$ cat config.mk
export PLATFORM = sky130hd
export DESIGN_NAME = ctrl_pc_sequencer
export DESIGN_NICKNAME = d
export VERILOG_FILES = /design/src/rtl/ctrl_pc_sequencer.sv
export SDC_FILE = /design/constraint.sdc
export NUM_CORES = 1
export LEC_CHECK = 0
export BUFFER_PORTS_ARGS = -buffer_cell sky130_fd_sc_hd__buf_2
export CORE_ASPECT_RATIO = 2
export CORE_MARGIN = 2
export CORE_UTILIZATION = 50
export CTS_CLUSTER_SIZE = 20
export DETAILED_ROUTE_END_ITERATION = 10
export PLACE_DENSITY_LB_ADDON = 0.2
export SLEW_MARGIN = 25
export SYNTH_ARGS = -nofsm -noshare
export SYNTH_HDL_FRONTEND = slang
export SYNTH_SLANG_ARGS = --single-unit
$ cat constraint.sdc
create_clock -name clk -period 2.8 [get_ports clk]
set_clock_uncertainty 0.15 [all_clocks]
set_input_delay 0.42 -clock clk [delete_from_list [all_inputs] [get_ports clk]]
set_output_delay 0.42 -clock clk [all_outputs]
set_load 0.02 [all_outputs]
$ cat src/rtl/ctrl_pc_sequencer.sv
// Fetch-side program counter sequencer: stall/halt holds, EX-stage redirects,
// a hardware return-address stack and a fixed-length flush after each redirect.
module ctrl_pc_sequencer #(
  parameter int PROG_CTR_WID = 10,
  parameter int RS_DEPTH     = 4,
  parameter int FLUSH_CYC    = 2
) (
  input  logic                          clk,
  input  logic                          reset,
  input  logic                          stall_ID,
  input  logic                          halt_ID,
  input  logic                          resume,
  input  logic                          branch_taken_EX,
  input  logic                          call_EX,
  input  logic                          ret_EX,
  input  logic [PROG_CTR_WID-1:0]       nxt_prog_ctr_EX,
  input  logic [PROG_CTR_WID-1:0]       ret_addr_EX,
  output logic [PROG_CTR_WID-1:0]       prog_ctr,
  output logic                          fetch_en,
  output logic                          flush_pipe,
  output logic                          halted,
  output logic [$clog2(RS_DEPTH+1)-1:0] rs_count,
  output logic                          rs_overflow,
  output logic                          rs_underflow
);

  localparam int CW = $clog2(RS_DEPTH + 1);
  localparam int AW = $clog2(RS_DEPTH);
  localparam int FW = (FLUSH_CYC > 1) ? $clog2(FLUSH_CYC) : 1;
  localparam logic [PROG_CTR_WID-1:0] PC_ONE = PROG_CTR_WID'(1);

  typedef enum logic [1:0] {
    ST_RUN,
    ST_FLUSH,
    ST_HALT
  } state_t;

  state_t                  state_reg, state_next;
  logic [PROG_CTR_WID-1:0] pc_reg, pc_next;
  logic                    fetch_reg, fetch_next;
  logic                    flush_reg, flush_next;
  logic                    halted_reg, halted_next;
  logic [FW-1:0]           cnt_reg, cnt_next;
  logic [CW-1:0]           count_reg, count_next;
  logic                    ovf_reg, ovf_next;
  logic                    unf_reg, unf_next;

  logic [PROG_CTR_WID-1:0] stack_reg [RS_DEPTH];
  logic                    push_en;
  logic [AW-1:0]           push_idx;
  logic [AW-1:0]           top_idx;
  logic [PROG_CTR_WID-1:0] top_addr;

  // Entry count is a power of two, so a full stack's count truncates to index 0.
  assign push_idx = AW'(count_reg);
  assign top_idx  = AW'(count_reg) - AW'(1);
  assign top_addr = stack_reg[top_idx];

  always_comb begin
    state_next  = state_reg;
    pc_next     = pc_reg;
    fetch_next  = fetch_reg;
    flush_next  = flush_reg;
    halted_next = halted_reg;
    cnt_next    = cnt_reg;
    count_next  = count_reg;
    ovf_next    = ovf_reg;
    unf_next    = unf_reg;
    push_en     = 1'b0;

    case (state_reg)
      ST_RUN: begin
        if (ret_EX || call_EX || branch_taken_EX) begin
          state_next = ST_FLUSH;
          flush_next = 1'b1;
          fetch_next = 1'b1;
          cnt_next   = FW'(FLUSH_CYC - 1);
          pc_next    = nxt_prog_ctr_EX;
          if (ret_EX) begin
            if (count_reg != '0) begin
              pc_next    = top_addr;
              count_next = count_reg - CW'(1);
            end else begin
              // Returning with nothing to return to: park at 0 and stop.
              pc_next     = '0;
              unf_next    = 1'b1;
              state_next  = ST_HALT;
              flush_next  = 1'b0;
              fetch_next  = 1'b0;
              halted_next = 1'b1;
            end
          end else if (call_EX) begin
            if (count_reg < CW'(RS_DEPTH)) begin
              push_en    = 1'b1;
              count_next = count_reg + CW'(1);
            end else begin
              ovf_next = 1'b1;
            end
          end
        end else if (halt_ID) begin
          state_next  = ST_HALT;
          fetch_next  = 1'b0;
          halted_next = 1'b1;
        end else if (stall_ID) begin
          fetch_next = 1'b0;
        end else begin
          // Advance only past an address that was actually fetched.
          if (fetch_reg) begin
            pc_next = pc_reg + PC_ONE;
          end
          fetch_next = 1'b1;
        end
      end

      ST_FLUSH: begin
        pc_next    = pc_reg + PC_ONE;
        fetch_next = 1'b1;
        if (cnt_reg == '0) begin
          state_next = ST_RUN;
          flush_next = 1'b0;
        end else begin
          cnt_next = cnt_reg - FW'(1);
        end
      end

      ST_HALT: begin
        if (resume) begin
          state_next  = ST_RUN;
          fetch_next  = 1'b1;
          halted_next = 1'b0;
        end
      end

      default: begin
        state_next = ST_RUN;
      end
    endcase
  end

  always_ff @(posedge clk or posedge reset) begin
    if (reset) begin
      state_reg  <= ST_RUN;
      pc_reg     <= '0;
      fetch_reg  <= 1'b0;
      flush_reg  <= 1'b0;
      halted_reg <= 1'b0;
      cnt_reg    <= '0;
      count_reg  <= '0;
      ovf_reg    <= 1'b0;
      unf_reg    <= 1'b0;
    end else begin
      state_reg  <= state_next;
      pc_reg     <= pc_next;
      fetch_reg  <= fetch_next;
      flush_reg  <= flush_next;
      halted_reg <= halted_next;
      cnt_reg    <= cnt_next;
      count_reg  <= count_next;
      ovf_reg    <= ovf_next;
      unf_reg    <= unf_next;
    end
  end

  // Stack contents are never cleared; only the count defines validity.
  always_ff @(posedge clk) begin
    if (push_en) begin
      stack_reg[push_idx] <= ret_addr_EX;
    end
  end

  assign prog_ctr     = pc_reg;
  assign fetch_en     = fetch_reg;
  assign flush_pipe   = flush_reg;
  assign halted       = halted_reg;
  assign rs_count     = count_reg;
  assign rs_overflow  = ovf_reg;
  assign rs_underflow = unf_reg;

endmodule

== Word-level counts from Yosys, hierarchy flattened ==
Memories as Yosys holds them, arrays and structs flattened.
Cells that the tools add are included.

* RAM bits: 40
* Output and inout port bits: 18
* Memories kept: 1
* Logic and storage cells: 93
* Bits in registers: 21

{| class="wikitable"
|+ Memory list
! name !! depth !! bits a word !! read ports !! clocked after memory_dff !! wr ports !! line !! source
|-
| stack_reg || 4 || 10 || 1 || 0 || 1 || 48 || <nowiki>logic [PROG_CTR_WID-1:0] stack_reg [RS_DEPTH];</nowiki>
|}

* Bitwise gates (word level): 3
* Muxes and demuxes: 44
* Reductions and logical operators: 18
* Add/sub/neg operators: 5
* Eq/ne operators: 12
* $lt $le $gt $ge: 1

{| class="wikitable"
|+ Operators with widths
! cell !! count
|-
| $mux 10 || 6
|-
| $mux 1 || 22
|-
| $pmux 10 s2 || 1
|-
| $ne 3x3->1 const B || 6
|-
| $reduce_and 5->1 || 3
|-
| $mux 2 || 6
|-
| $mux 3 || 4
|-
| $add 10x1->10 const B || 1
|-
| $reduce_and 4->1 || 2
|-
| $reduce_bool 2->1 || 4
|-
| $ne 2x2->1 const B || 3
|-
| $pmux 1 s2 || 3
|-
| $pmux 2 s3 || 1
|-
| $reduce_and 3->1 || 2
|-
| $reduce_bool 3->1 || 2
|-
| $reduce_and 2->1 || 2
|-
| $add 3x1->3 const B || 1
|-
| $lt 3x3->1 const B || 1
|-
| $not 1->1 || 3
|-
| $pmux 1 s3 || 1
|-
| $sub 3x1->3 const B || 1
|-
| $eq 2x1->1 const B || 1
|-
| $eq 2x2->1 const B || 1
|-
| $logic_not 2->1 || 1
|-
| other kinds (4) || 5
|}

== Depth between registers and ports, before layout ==
Gate-level depths: netlist of the first run.

* Word-level depth: 8
* Mapped depth: 8
* Gate-level depth less buffers: 6

== Worst setup path after synthesis of the first run ==
Ideal clock, no wire load.

* Path type: register to register
* Start: register count_reg[0] (netlist: rs_count[0])
* End: register pc_reg[2] (netlist: prog_ctr[2])
* Cell stages (with the launch flop): 8
* Slack: 92 ps
* Data arrival time: 2432 ps
* Path through: dfrtp_1 -> buf_2 -> inv_1 -> ha_1 -> clkbuf_1 -> mux4_2 -> a22o_1 -> a221o_1

* Longest elaborated chain between the ends: 6

{| class="wikitable"
|+ RTL lines
! element !! line !! source
|-
| from (decl) || 44 || <nowiki>logic [CW-1:0] count_reg, count_next;</nowiki>
|-
| from (signal assigned) || 158 || <nowiki>count_reg <= count_next;</nowiki>
|-
| $sub 2x1->2 || 56 || <nowiki>assign top_idx = AW'(count_reg) - AW'(1);</nowiki>
|-
| via top_idx[0] || 51 || <nowiki>logic [AW-1:0] top_idx;</nowiki>
|-
| $mem_v2 4x10 || n/a ||
|-
| $mux 10 || 80 || <nowiki>if (count_reg != '0) begin</nowiki>
|-
| $mux 10 || 79 || <nowiki>if (ret_EX) begin</nowiki>
|-
| $mux 10 || 73 || <nowiki>if (ret_EX || call_EX || branch_taken_EX) begin</nowiki>
|-
| $pmux 10 s2 || 71 || <nowiki>case (state_reg)</nowiki>
|-
| to (signal assigned) || 153 || <nowiki>pc_reg <= pc_next;</nowiki>
|-
| to (decl) || 39 || <nowiki>logic [PROG_CTR_WID-1:0] pc_reg, pc_next;</nowiki>
|}

The timed path passes the listed nets, and every way through them passes these cells.
A chain may end at the register's enable or synchronous reset.

== Worst setup path in the final report of the first run ==
* Start: register state_reg[0]
* End: register pc_reg[5] (netlist: prog_ctr[5])

* Longest elaborated chain between the ends: 3

{| class="wikitable"
|+ RTL lines
! element !! line !! source
|-
| from (decl) || 38 || <nowiki>state_t state_reg, state_next;</nowiki>
|-
| from (signal assigned) || 152 || <nowiki>state_reg <= state_next;</nowiki>
|-
| $logic_not 2->1 / $eq 2x1->1 (equally long branches) || 71 ||
|-
| $ne 3x3->1 (no source line) / $reduce_bool 2->1 (equally long branches) || n/a ||
|-
| $reduce_and 4->1 (no source line) || n/a ||
|}

Parallel ways exist; a longest one is shown, timed or not.

==> results of run 1 <==
-- cells in the mapped netlist (2+ instances only) --
| library cell | instances | share of area |
|---|---|---|
| a211oi_1 | 2 | 0.0052 |
| a21oi_1 | 9 | 0.016 |
| a221oi_1 | 7 | 0.021 |
| a22o_1 | 5 | 0.015 |
| a22oi_1 | 2 | 0.0052 |
| and2_1 | 4 | 0.0086 |
| buf_2 | 2 | 0.0034 |
| clkbuf_1 | 7 | 0.0091 |
| dfrtp_1 | 21 | 0.18 |
| edfxtp_1 | 40 | 0.41 |
| ha_1 | 10 | 0.043 |
| inv_1 | 12 | 0.016 |
| mux2i_1 | 2 | 0.0069 |
| mux4_2 | 10 | 0.078 |
| nand2_1 | 15 | 0.019 |
| nand3_1 | 5 | 0.0086 |
| nand4_1 | 2 | 0.0043 |
| nor2_1 | 5 | 0.0065 |
| nor3_1 | 9 | 0.016 |
| nor3b_1 | 2 | 0.0052 |
| nor4_1 | 2 | 0.0043 |
| o21ai_0 | 10 | 0.017 |
| o221ai_1 | 4 | 0.012 |
| o32ai_1 | 2 | 0.0060 |
| or3_1 | 3 | 0.0065 |
| xnor2_1 | 2 | 0.0060 |
-- worst paths after layout --
| kind | from | endpoint | slack (ns) | cells past startpoint |
|---|---|---|---|---|
| worst max register to register | state_reg[0]$_DFFE_PP0P_ | prog_ctr[5]$_DFFE_PP0P_ | 0.45 | 6 |
| worst max-delay path | state_reg[0]$_DFFE_PP0P_ | prog_ctr[5]$_DFFE_PP0P_ | 0.45 | 6 |
| max in group asynchronous | reset | prog_ctr[6]$_DFFE_PP0P_ | 1.84 | 2 |
| min in group clk | ret_addr_EX[4] | stack_reg[1][4]$_DFFE_PP_ | 0.16 | 1 |
| worst min register to register | rs_underflow$_DFFE_PP0P_ | rs_underflow$_DFFE_PP0P_ | 0.31 | 1 |
| worst min-delay path | reset | rs_underflow$_DFFE_PP0P_ | 0.12 | 2 |
-- kinds of logic (layout without fill, tap and decap cells) --
logic type	after synthesis	in the layout
and+or+nand+nor	53	53
AOI/OAI and AO/OA	52	52
xor gates and xnor gates	2	2
adders and majority gates	11	11
DFF	61	61
muxes	13	13
buffers and inverters	22	78
-- per-stage QoR --
stage	power [W]	instances	setup slack, ns
after floorplan	0.002434	214	0.09214
after global placement	0.002852	315	0.5164
after detailed placement	0.002869	315	0.4884
after CTS	0.003988	331	0.4500
after global routing	0.004211	331	0.3563
final	0.003958	331	0.4480
-- critical path: stages (launching register included) --
cell and delay [ns]:
dfrtp_1 0.41, inv_1 0.10, ha_1 0.23, or4b_1 0.62, mux2i_4 0.29, or3_1 0.39
o221ai_1 0.07
-- cell type report --
type,instances,area (µm²)
fill,448,2156
sequential,61,1727
multi-input combinational,131,1087
timing repair buffer,50,262.8
clock buffer,9,225.2
clock inverter,7,81.33
tap,61,76.32
inverter,12,45.04
-- power by group through the flow --
stage               Clock [W]  Combinational (W)  Sequential, W
detailed placement          0            0.00156        0.00131
CTS                   0.00113            0.00157        0.00129
global placement            0            0.00155        0.00130
finish                0.00111            0.00155        0.00129
floorplan                   0            0.00100        0.00143
global route          0.00117            0.00172        0.00132
-- routing by layer --
layer / global-route usage / routed length, µm / vias to the layer above
li1: - / - / 940
met1: 0.2347 / 2179 / 970
met2: 0.3439 / 3302 / 73
met3: 0.05691 / 293 / 23
met4: 0.1473 / 310 / 0
met5: 0 / 0 / -
==> results summary, run 1 <==
Of the total power, combinational logic draws 0.393. Setup repair after global routing left no endpoint under its margin. Of the total power, the clock network draws 0.280. The source-to-sink clock delay at the later pin of the worst-skew pair is roughly 0.33 ns. The number of antenna repair diodes came out at 0. The shortest clock period the worst path allows after layout is between 2 and 2.5 ns. The library cell used most frequently in the layout, excluding fill and tap cells, is buf_2. The final hold violation count is 0. For this run, the share of the core covered by cells in the final layout is 0.6191. Entering global routing, the biggest net connects 22 pins. For this design the total switching power over the nets is about 0.0015 W. The initial standard-cell utilization of the core is 0.5128. The number of enable-type register cells in the synthesized netlist came out at 40. The post-synthesis sequential element count is 61. Of the total synthesized cell area, the portion taken by XOR and XNOR cells is 0.006034. The max-capacitance violation count came out at 0. Clock-pin slew was measured on the worst setup and hold paths at 0.05 ns. The total of endpoints with negative setup slack in the final report came out at 0. Yosys printed 0 warnings. The first global-routing pass estimated 10030 µm of wire.

In this run the deepest clock path goes through 2 buffers. For this run the aggregate overflow at the end of global routing stands at 0. The tree is rooted in a clkbuf_16. The worst setup path is launched from a register. After the last flow step, the layout net total stands at a little over 300.

The number of slew-limit violations in the final report is 0. 46 I/O pins were placed. The number of rows created at floorplan is 39. The top fanout value on the critical path came out at 7.

The number of routed nets with antenna violations came out at 0. Relative to the synthesized area, the layout overhead comes to 20.73%. The average size of a mapped cell came out at 13.56 µm².

The part of the Yosys area used for sequential elements is 0.5948. The total of hold buffers inserted after clock tree synthesis is 0. The synthesized-area fraction occupied by adder cells is 0.05000. The internal power of the cells totals 0.002503 W.

The region available for standard cell placement spans 5660 µm². The number of nets in the synthesized netlist came out at 253. The highest achievable clock rate is around 430 MHz. The power density over the cells is 1130 nW/µm². Once detailed placement completed, the half-perimeter wirelength came to 4515 µm.

The number of buffers added by the clock tree synthesis step came out at 9. The number of setup buffers added after CTS is 0. The horizontal extent of the die is slightly below 60 µm. The H-tree depth came out at 3.

The worst slack on hold paths came out at between 0.1 and 0.15 ns. The via count of the first global-routing pass is 2081. The data required time of the critical path came out at 2.89 ns.

The via density per instance came out at 6.060. The remaining routing DRC violations is 0. The initial antenna violation count came out at 0. The area of the die is approximately 6500 µm². After detailed routing, the average wire length per cell comes to 18.38 µm. The relative contribution of sequential cells to total power came out at 0.327.

The share of the clock period used by the worst path after layout came out at 0.8400. The post-detailed-routing wire length is 6085 µm. The largest vdd supply drop is roughly 800 µV. The most used flip-flop cell after synthesis is edfxtp_1. The die is 111.8 µm tall. Measured against the total synthesized area, the mux share comes to 0.09224.

STA classifies the critical path endpoint as a register. The total number of clock tree sinks is just over 60. The finished cells cover 3505 µm². Input and output buffers added on the ports amount to 45. The first-pass iteration count of the detailed router is 4.

Leaving out fill and tap cells, the most frequent cells in the layout are 45 x buf_2, 40 x edfxtp_1, 21 x dfrtp_1. In this run the cell area measured after placement is between 3000 and 4000 µm². Of the total synthesized cell area, the portion taken by AND, OR, NAND and NOR gates is 0.09526. The data arrival at the endpoint of the critical path is 2.44 ns. The setup TNS after final layout is 0 ns. The fraction of layout instances using a drive strength above 1 is 0.3037. After synthesis, the largest family of logic cells by area is compound AO/OA/AOI/OAI gates. The netlist uses 46 different library cells. The worst hold path belongs to the class input pin to async pin. The gate count after technology mapping came out at 214. The number of gates resized after cts is 0.

The worst setup path is of the register to register kind. The cell area after technology mapping is 2903 µm². The register with the most flip-flops in the layout has 40 of them. The global-route total usage across every layer came out at 0.2125. The switching power share of the total is 0.3676.

The worst slew slack as a fraction of its limit came out at 0.4151. The detailed router finished its first iteration with 99 violations. The final route contains 2006 vias. The routability congestion estimate from global placement came out at 0.9037.

The flow ran to the end, and the final reports show no timing, DRC or antenna violations. The share of async-settable or async-resettable flops after synthesis is 0.3443. The reported leakage power came out at 1.376 nW. The transition at the pin with the smallest max-transition slack is 0.8764 ns. TritonCTS built the clock tree. The fraction of the mapped netlist area in compound gates came out at 0.1310.
Note: power is estimated with default switching activity, not from simulation.
==> inputs of run 2 (changes only) <==
- ABC_AREA: not set -> 1
- clock period: 2.8 -> 2.2 ns (I/O delays scaled with it)
==> run 2 against run 1 <==
Net effect:
- wire length up 10%
- combinational power rose by 62%
- sequential cell count unchanged
- largest cell class unchanged
- global-route usage is 0.12 points lower
- cell count is 47% higher
- die area rose by 10%
- non-clock buffer count rose by 4
- maximum frequency grew 16%
- clock power up 20%
- highest routed layer unchanged
- final area rose by 8.0%
- core utilization shrank 1.5 points
==> results summary, run 2 <==
The flow ran to the end, and the final reports show no timing, DRC or antenna violations. The post-route worst setup slack is 0.1677 ns (-0.2802 ns). The detailed placement HPWL is 5092 µm (+13%). The endpoint identified for the worst register-to-register timing path is stack_reg[3][9]$_DFFE_PP_. The top cell type's share of synthesized area is 0.3744 (-0.03938). The synthesized-area fraction occupied by adder cells came out at 0.04524 (-0.004758). The area of the die is 7112 µm² (+10%). The flip-flop count of the largest register after layout came to 40 (unchanged). The TritonCTS clock tree is built. The routability congestion estimate from global placement is 0.8499 (-6.0%).

By area, the combinational part of the netlist is dominated by simple AND/OR/NAND/NOR gates. The number of setup buffers added after CTS is 0 (unchanged). The number of nets in the finished design is 434 (+43%). The via count of the first global-routing pass came out at 2253 (+8.3%). The worst slew slack as a fraction of its limit is 0.7279 (+0.3128). The total congestion overflow came out at 0 (unchanged).

The average size of a mapped cell came out at 9.380 µm² (-31%). The number of routed nets with antenna violations came out at 0 (unchanged). The number of buffers added by the clock tree synthesis step is 9 (unchanged). The post-placement worst setup slack came out at 0.1851 ns (-0.3033 ns). The number of DRC markers in iteration 0 is 130 (+31%). The worst hold path stage count came out at 1. The commonest cells after synthesis are 90 x nand2_1, 40 x edfxtp_1, 35 x inv_1, 33 x nor2_1, 31 x nand3_1. The part of the Yosys area used for sequential elements is 0.5382 (-0.05661). The register-to-register setup slack was 0.17 ns (-0.28 ns).

The vias after detailed routing is 2373 (+18%). The data required time of the critical path is 2.07 ns (-0.82 ns). The number of antenna repair diodes came to 0 (unchanged). The maximum number of pins on one net before global-route repair came out at 31 (+41%). The largest vdd supply drop is 810.3 µV (+1.7%).

Among all cell types in the netlist, the one instantiated most often is nand2_1. The first-pass iteration count of the detailed router came to 4 (unchanged). The share of synthesized area spent on multiplexers came out at 0 (-0.09224). The data arrival at the endpoint of the critical path is 1.91 ns (-0.53 ns). The count of input and output buffers is 45 (unchanged). In the layout the commonest cells are 90 x nand2_1, 45 x buf_2, 40 x edfxtp_1. The gate count after technology mapping came out at 342 (+60%). In this run the worst hold path is classified as input pin to register. The shortest clock period the worst path allows after layout came out at 2.032 ns (-0.3198 ns). The share of the clock period used by the worst path after layout came out at 0.9238 (+0.08373). The clock input transition at the sequential cells of the worst setup and hold paths came out at 0.05 ns (about the same). The fraction of layout instances using a drive strength above 1 is 0.2375 (-0.06620). The max-capacitance violation count was 0 (unchanged). The initial antenna violation count is 0 (unchanged).

The number of rows created at floorplan is 41 (+5.1%). The post-detailed-routing wire length is 6710 µm (+10%). The count of pins on the block boundary came out at 46 (unchanged). The remaining routing DRC violations is 0 (unchanged).

The biggest area contributor in the post-synthesis netlist is edfxtp_1. The number of enable-type register cells in the synthesized netlist came to 40 (unchanged). By startpoint and endpoint, the worst setup path is classified as register to register. The post-synthesis sequential element count is 61 (unchanged). The area growth from synthesis to final layout came out at 17.94%. The source-to-sink clock delay at the later pin of the worst-skew pair came out at 0.33 ns (about the same). The cell area after technology mapping came out at 3208 µm² (+11%). The fraction of the mapped netlist area in compound gates came out at 0.06279 (-0.06824). The worst hold path terminates at stack_reg[0][8]$_DFFE_PP_. In this run the most critical hold path is launched from ret_addr_EX[8]. The horizontal extent of the die came out at 60.64 µm (+4.8%). The vertical extent of the die came out at 117.3 µm (+4.9%). The reported leakage power is 1.703 nW (+24%). The worst slack on hold paths came out at 0.06496 ns (-0.05634 ns).

After synthesis, the cell types taking the most area are edfxtp_1 37%, dfrtp_1 16%, nand2_1 11%. The via density per instance came to 4.883 (-19%). The total number of yosys warnings came out at 0 (unchanged). The worst-case clock buffer depth is 2 (unchanged). The final-layout fill cell count came to 590 (+32%). STA classifies the critical path startpoint as a register.

The startpoint identified for the worst register-to-register timing path is state_reg[0]$_DFFE_PP0P_. The final design utilization came out at 0.6046 (-0.01458). The highest achievable clock rate is 492.1 MHz (+16%).

The most used flip-flop cell after synthesis is edfxtp_1. The global-route total usage across every layer came out at 0.2113 (-0.001172). The most common cell after layout, fill and taps aside is nand2_1. STA classifies the critical path endpoint as a register. The overall power consumption was 0.005573 W (+41%).

The top fanout value on the critical path was 10 (+3). The basic-gate share of the synthesized area counting and, or, nand and nor cells came out at 0.2574 (+0.1622). The power density over the cells is 1473 nW/µm² (+30%). The setup TNS after final layout is 0 ns (unchanged). The share of async-settable or async-resettable flops after synthesis is 0.3443 (unchanged). The number of nets in the synthesized netlist came out at 381 (+51%).

The total number of clock tree sinks came out at 61 (unchanged). The count of unique library cells instantiated by Yosys is 33 (-28%). The initial standard-cell utilization of the core came out at 0.5126 (about the same). The routed length per instance was 13.81 µm (-25%). The H-tree depth is 3 (unchanged). Setup repair after global routing left no endpoint under its margin. The path depth of the worst reg2reg path came out at 5 (-1).

The transition at the pin with the smallest max-transition slack is 0.4077 ns (-0.4687 ns). The wire length of the first global-routing pass came out at 10720 µm (+6.9%). In this run the clock root is driven by a clkbuf_16.

The final hold violation count came to 0 (unchanged). The area share of xor/xnor cells in the synthesized design is 0.01092 (+0.004886). The number of slew-limit violations in the final report came out at 0 (unchanged).

The placeable core region came out at 6259 µm² (+11%). The total of endpoints with negative setup slack in the final report is 0 (unchanged).
-- run 2: cell count changes after synthesis, sizes merged, moves of 5 or more --
cell,previous run,this run
nor3,9,1
clkbuf,7,0
nand2,15,97
inv,12,41
nand3,5,36
mux4,10,0
a221oi,7,0
nor2,5,37
o21ai,10,21
a22o,5,0
buf,3,12
-- run 2: area by class of cell --
class / instances / area (µm²) / share of cell area
Sequential cell: 61 / 1727 / 0.4564
Inverter: 41 / 158.9 / 0.04200
Clock inverter: 4 / 48.80 / 0.01290
Tap cell: 86 / 107.6 / 0.02844
Multi-Input combinational cell: 228 / 1210 / 0.3198
Timing Repair Buffer: 54 / 295.3 / 0.07804
Clock buffer: 12 / 236.5 / 0.06250
-- run 2: logic make-up after synthesis --
family | count (synthesis)
DFF | 61
buffers and inverters | 53
AOI/OAI and AO/OA | 35
adders and majority gates | 11
xor gates and xnor gates | 4
and+or+nand+nor | 178
-- run 2: worst max-delay path, cell delays in order, from the launching register on --
cell	delay [ns]
dfrtp_1	0.42
inv_1	0.10
ha_1	0.36
nand4_1	0.30
nor2_1	0.18
buf_4	0.22
-- run 2: worst max-delay path by stage --
stage                             start                        end  slack, ns  depth (start not counted)
2_1_floorplan   rs_count[0]$_DFFE_PP0P_  stack_reg[0][0]$_DFFE_PP_       0.18                          6
3_5_place_dp   state_reg[0]$_DFFE_PP0P_  stack_reg[3][3]$_DFFE_PP_       0.19                          5
3_3_place_gp   state_reg[0]$_DFFE_PP0P_  stack_reg[0][3]$_DFFE_PP_       0.21                          5
4_1_cts        state_reg[0]$_DFFE_PP0P_  stack_reg[3][3]$_DFFE_PP_       0.15                          5
6_report       state_reg[0]$_DFFE_PP0P_  stack_reg[3][9]$_DFFE_PP_       0.17                          5
5_1_grt        state_reg[1]$_DFFE_PP0P_  stack_reg[0][1]$_DFFE_PP_       0.04                          5
-- run 2: stage by stage --
stage	cells	instance area [µm²]
2_1_floorplan	342	3208
3_3_place_gp	469	3486
3_5_place_dp	469	3486
4_1_cts	486	3781
5_1_grt	486	3784
6_report	486	3784
-- run 2: timing repair --
item | CTS | global route
hold endpoints to repair | 21 | 0
hold buffers | 1 | 0
endpoints found under the setup margin | 0 | 1
gates resized for setup | 0 | 1
-- run 2: power by group --
| group | total (W) | switching, W | leakage [nW] | internal (W) |
|---|---|---|---|---|
| clock network | 0.00133 | 0.000463 | 0.130 | 0.000871 |
| logic | 0.00251 | 0.00162 | 0.970 | 0.000883 |
| registers | 0.00173 | 0.000251 | 0.603 | 0.00148 |
-- run 2: metal layers --
metal | part of all wire | up-vias | global-route usage
li1 | - | 1221 | -
met1 | 0.38 | 1086 | 0.2285
met2 | 0.56 | 54 | 0.3771
met3 | 0.037 | 12 | 0.04176
met4 | 0.023 | 0 | 0.1043
met5 | 0 | - | 0
==> inputs of run 3 (changes only) <==
- CORE_ASPECT_RATIO: 2 -> 0.6
- CTS_BUF_LIST: not set -> sky130_fd_sc_hd__clkbuf_8
==> run 3 against run 2 <==
Net effect:
- global-route usage decreased by 0.33 points
- die area shrank 0.25%
- wire length is 0.73% lower
- highest routed layer unchanged
- clock power decreased by 17%
- clock-buffer cell count fell by 3
- register-to-register slack hardly changed
- critical path depth unchanged
- non-clock buffer count down 1
- worst hold slack about the same
- largest power group unchanged
- core utilization shrank 0.31 points
==> results summary, run 3 (same netlist as run 2, synthesis figures left out) <==
The vertical extent of the die is 66.05 µm (-44%). The data required time of the critical path came out at 2.08 ns (about the same). The largest vdd supply drop came out at 949.3 µV (+17%).

The area growth from synthesis to layout is 15.60%. The number of DRC markers in iteration 0 is 134 (+3.1%). The maximum number of pins on one net before global-route repair came out at 31 (unchanged). The max-capacitance violation count is 0 (unchanged). The routed length per instance came out at 13.79 µm (-0.11%). The count of pins on the block boundary came out at 46 (unchanged). The H-tree depth came out at 3 (unchanged). The horizontal extent of the die came out at 107.4 µm (+77%). The clock input transition at the sequential cells of the worst setup and hold paths came out at 0.07 ns (+0.02 ns). The remaining routing DRC violations came out at 0 (unchanged). The global-route total usage across every layer is 0.2080 (-0.003322). The shortest clock period the worst path allows after layout is 2.026 ns (-0.006508 ns).

The data arrival at the endpoint of the critical path came out at 1.91 ns (about the same). The number of antenna repair diodes is 0 (unchanged). The share of the clock period used by the worst path after layout is 0.9208 (-0.002958).

The number of slew-limit violations in the final report is 0 (unchanged). The setup TNS after final layout is 0 ns (unchanged). The run finished with clean final reports. The number of nets in the finished design came out at 433 (-0.23%). The worst setup path is captured at a register. The flip-flop count of the largest register after layout is 40 (unchanged). The source-to-sink clock delay at the later pin of the worst-skew pair is 0.33 ns (about the same). The transition at the pin with the smallest max-transition slack came to 0.4564 ns (+0.04866 ns). The initial standard-cell utilization of the core is 0.5203 (+0.007697). The via density per instance came out at 4.878 (about the same). The post-detailed-routing wire length is 6661 µm (-0.73%). The fraction of layout instances using a drive strength above 1 is 0.2431 (+0.005608). The number of rows created at floorplan is 22 (-46%). The final hold violation count came out at 0 (unchanged). Leaving out fill and tap cells, the most frequent cell in the layout is nand2_1. The via count of the first global-routing pass is 2202 (-2.3%). The total of endpoints with negative setup slack in the final report is 0 (unchanged).

The detailed placement HPWL was 4857 µm (-4.6%). The wire length of the first global-routing pass came out at 10870 µm (+1.4%). Setup repair after global routing left no endpoint under its margin. The first-pass iteration count of the detailed router came out at 4 (unchanged). The routability congestion estimate from global placement is 0.8293 (-2.4%). In this run the worst hold path is classified as input pin to register. In this run the clock root is driven by a clkbuf_8.

The total congestion overflow came to 0 (unchanged). The initial antenna violation count was 0 (unchanged). The top fanout value on the critical path is 10 (unchanged).

The number of buffers added by the clock tree synthesis step is 9 (unchanged). The count of input and output buffers is 45 (unchanged). The worst-case clock buffer depth came out at 2 (unchanged). The nature of the critical path startpoint is a register. The vias after detailed routing came out at 2356 (-0.72%). The placeable core region is 6166 µm² (-1.5%).

The worst slack on hold paths was 0.06543 ns (+0.0004704 ns). The path type of the worst setup path is register to register. The number of routed nets with antenna violations is 0 (unchanged). The power density over the cells came out at 1435 nW/µm² (-2.6%).

The reported leakage power came to 1.680 nW (-1.4%). The highest achievable clock rate came out at 493.6 MHz (+0.32%). The total number of clock tree sinks is 61 (unchanged). Leaving out fill and tap cells, the most frequent cells in the layout are 90 x nand2_1, 45 x buf_2, 40 x edfxtp_1. The area of the die came out at 7094 µm² (-0.25%). TritonCTS built the clock tree. The worst slew slack as a fraction of its limit is 0.6954 (-0.03248).
[run 3: changes by cell type in the layout (fill, tap and decap cells not counted), sizes merged]
cell | before | now
buf | 53 | 52
bufinv | 1 | 2
clkbuf | 12 | 9
clkinv | 1 | 3
clkinvlp | 2 | 1
inv | 41 | 42
[run 3: worst max-delay path, cell delays in order (launching register included)]
cell	delay (ns)
dfrtp_1	0.41
inv_1	0.10
ha_1	0.40
nand4_1	0.28
nor2_1	0.17
buf_4	0.22
[run 3: what timing repair did]
item	4_1_cts	5_1_grt
endpoints found under the hold margin	21	0
hold buffers	1	0
buffers inserted	0	0
gates resized for setup	0	0
[run 3: layout make-up]
type,instances,area (µm²)
fill,551,2457
sequential,61,1727
multi-input combinational,228,1207
timing repair buffer,53,287.8
inverter,41,158.9
clock buffer,9,123.9
tap,84,105.1
clock inverter,7,98.84
[run 3: metrics by stage]
step	worst slack (ns)	instance area, µm²	instances	power, W	utilization
4_1_cts	0.1691	3709	483	0.005367	0.6015
3_5_place_dp	0.1784	3476	466	0.004256	0.5637
6_report	0.1743	3709	483	0.005322	0.6015
5_1_grt	0.009385	3709	483	0.005773	0.6015
3_3_place_gp	0.2427	3476	466	0.004219	0.5637
2_1_floorplan	0.1811	3208	342	0.003746	-
[run 3: where the power goes]
part           leakage [nW]  internal, W  total (W)  switching (W)
Clock                 0.110     0.000643    0.00110       0.000453
Combinational         0.967     0.000857    0.00251        0.00165
Sequential            0.603      0.00148    0.00172       0.000242
[run 3: routing by layer]
layer	part of all wire	track usage	up-vias
met5	0	0	-
met4	0.0069	0.06410	0
met3	0.070	0.06502	4
met2	0.42	0.2991	62
met1	0.50	0.3019	1075
li1	-	-	1215
[run 3: path summary, 6_finish.rpt]
check,to,cells after the start,startpoint,slack (ns)
max,stack_reg[3][3]$_DFFE_PP_,5,state_reg[0]$_DFFE_PP0P_,0.17
min,stack_reg[1][6]$_DFFE_PP_,1,ret_addr_EX[6],0.07
max reg2reg,stack_reg[3][3]$_DFFE_PP_,5,state_reg[0]$_DFFE_PP0P_,0.17
min reg2reg,flush_pipe$_DFFE_PP0P_,2,flush_pipe$_DFFE_PP0P_,0.33
max in group asynchronous,prog_ctr[6]$_DFFE_PP0P_,4,reset,1.25
min in group asynchronous,rs_count[1]$_DFFE_PP0P_,4,reset,0.42
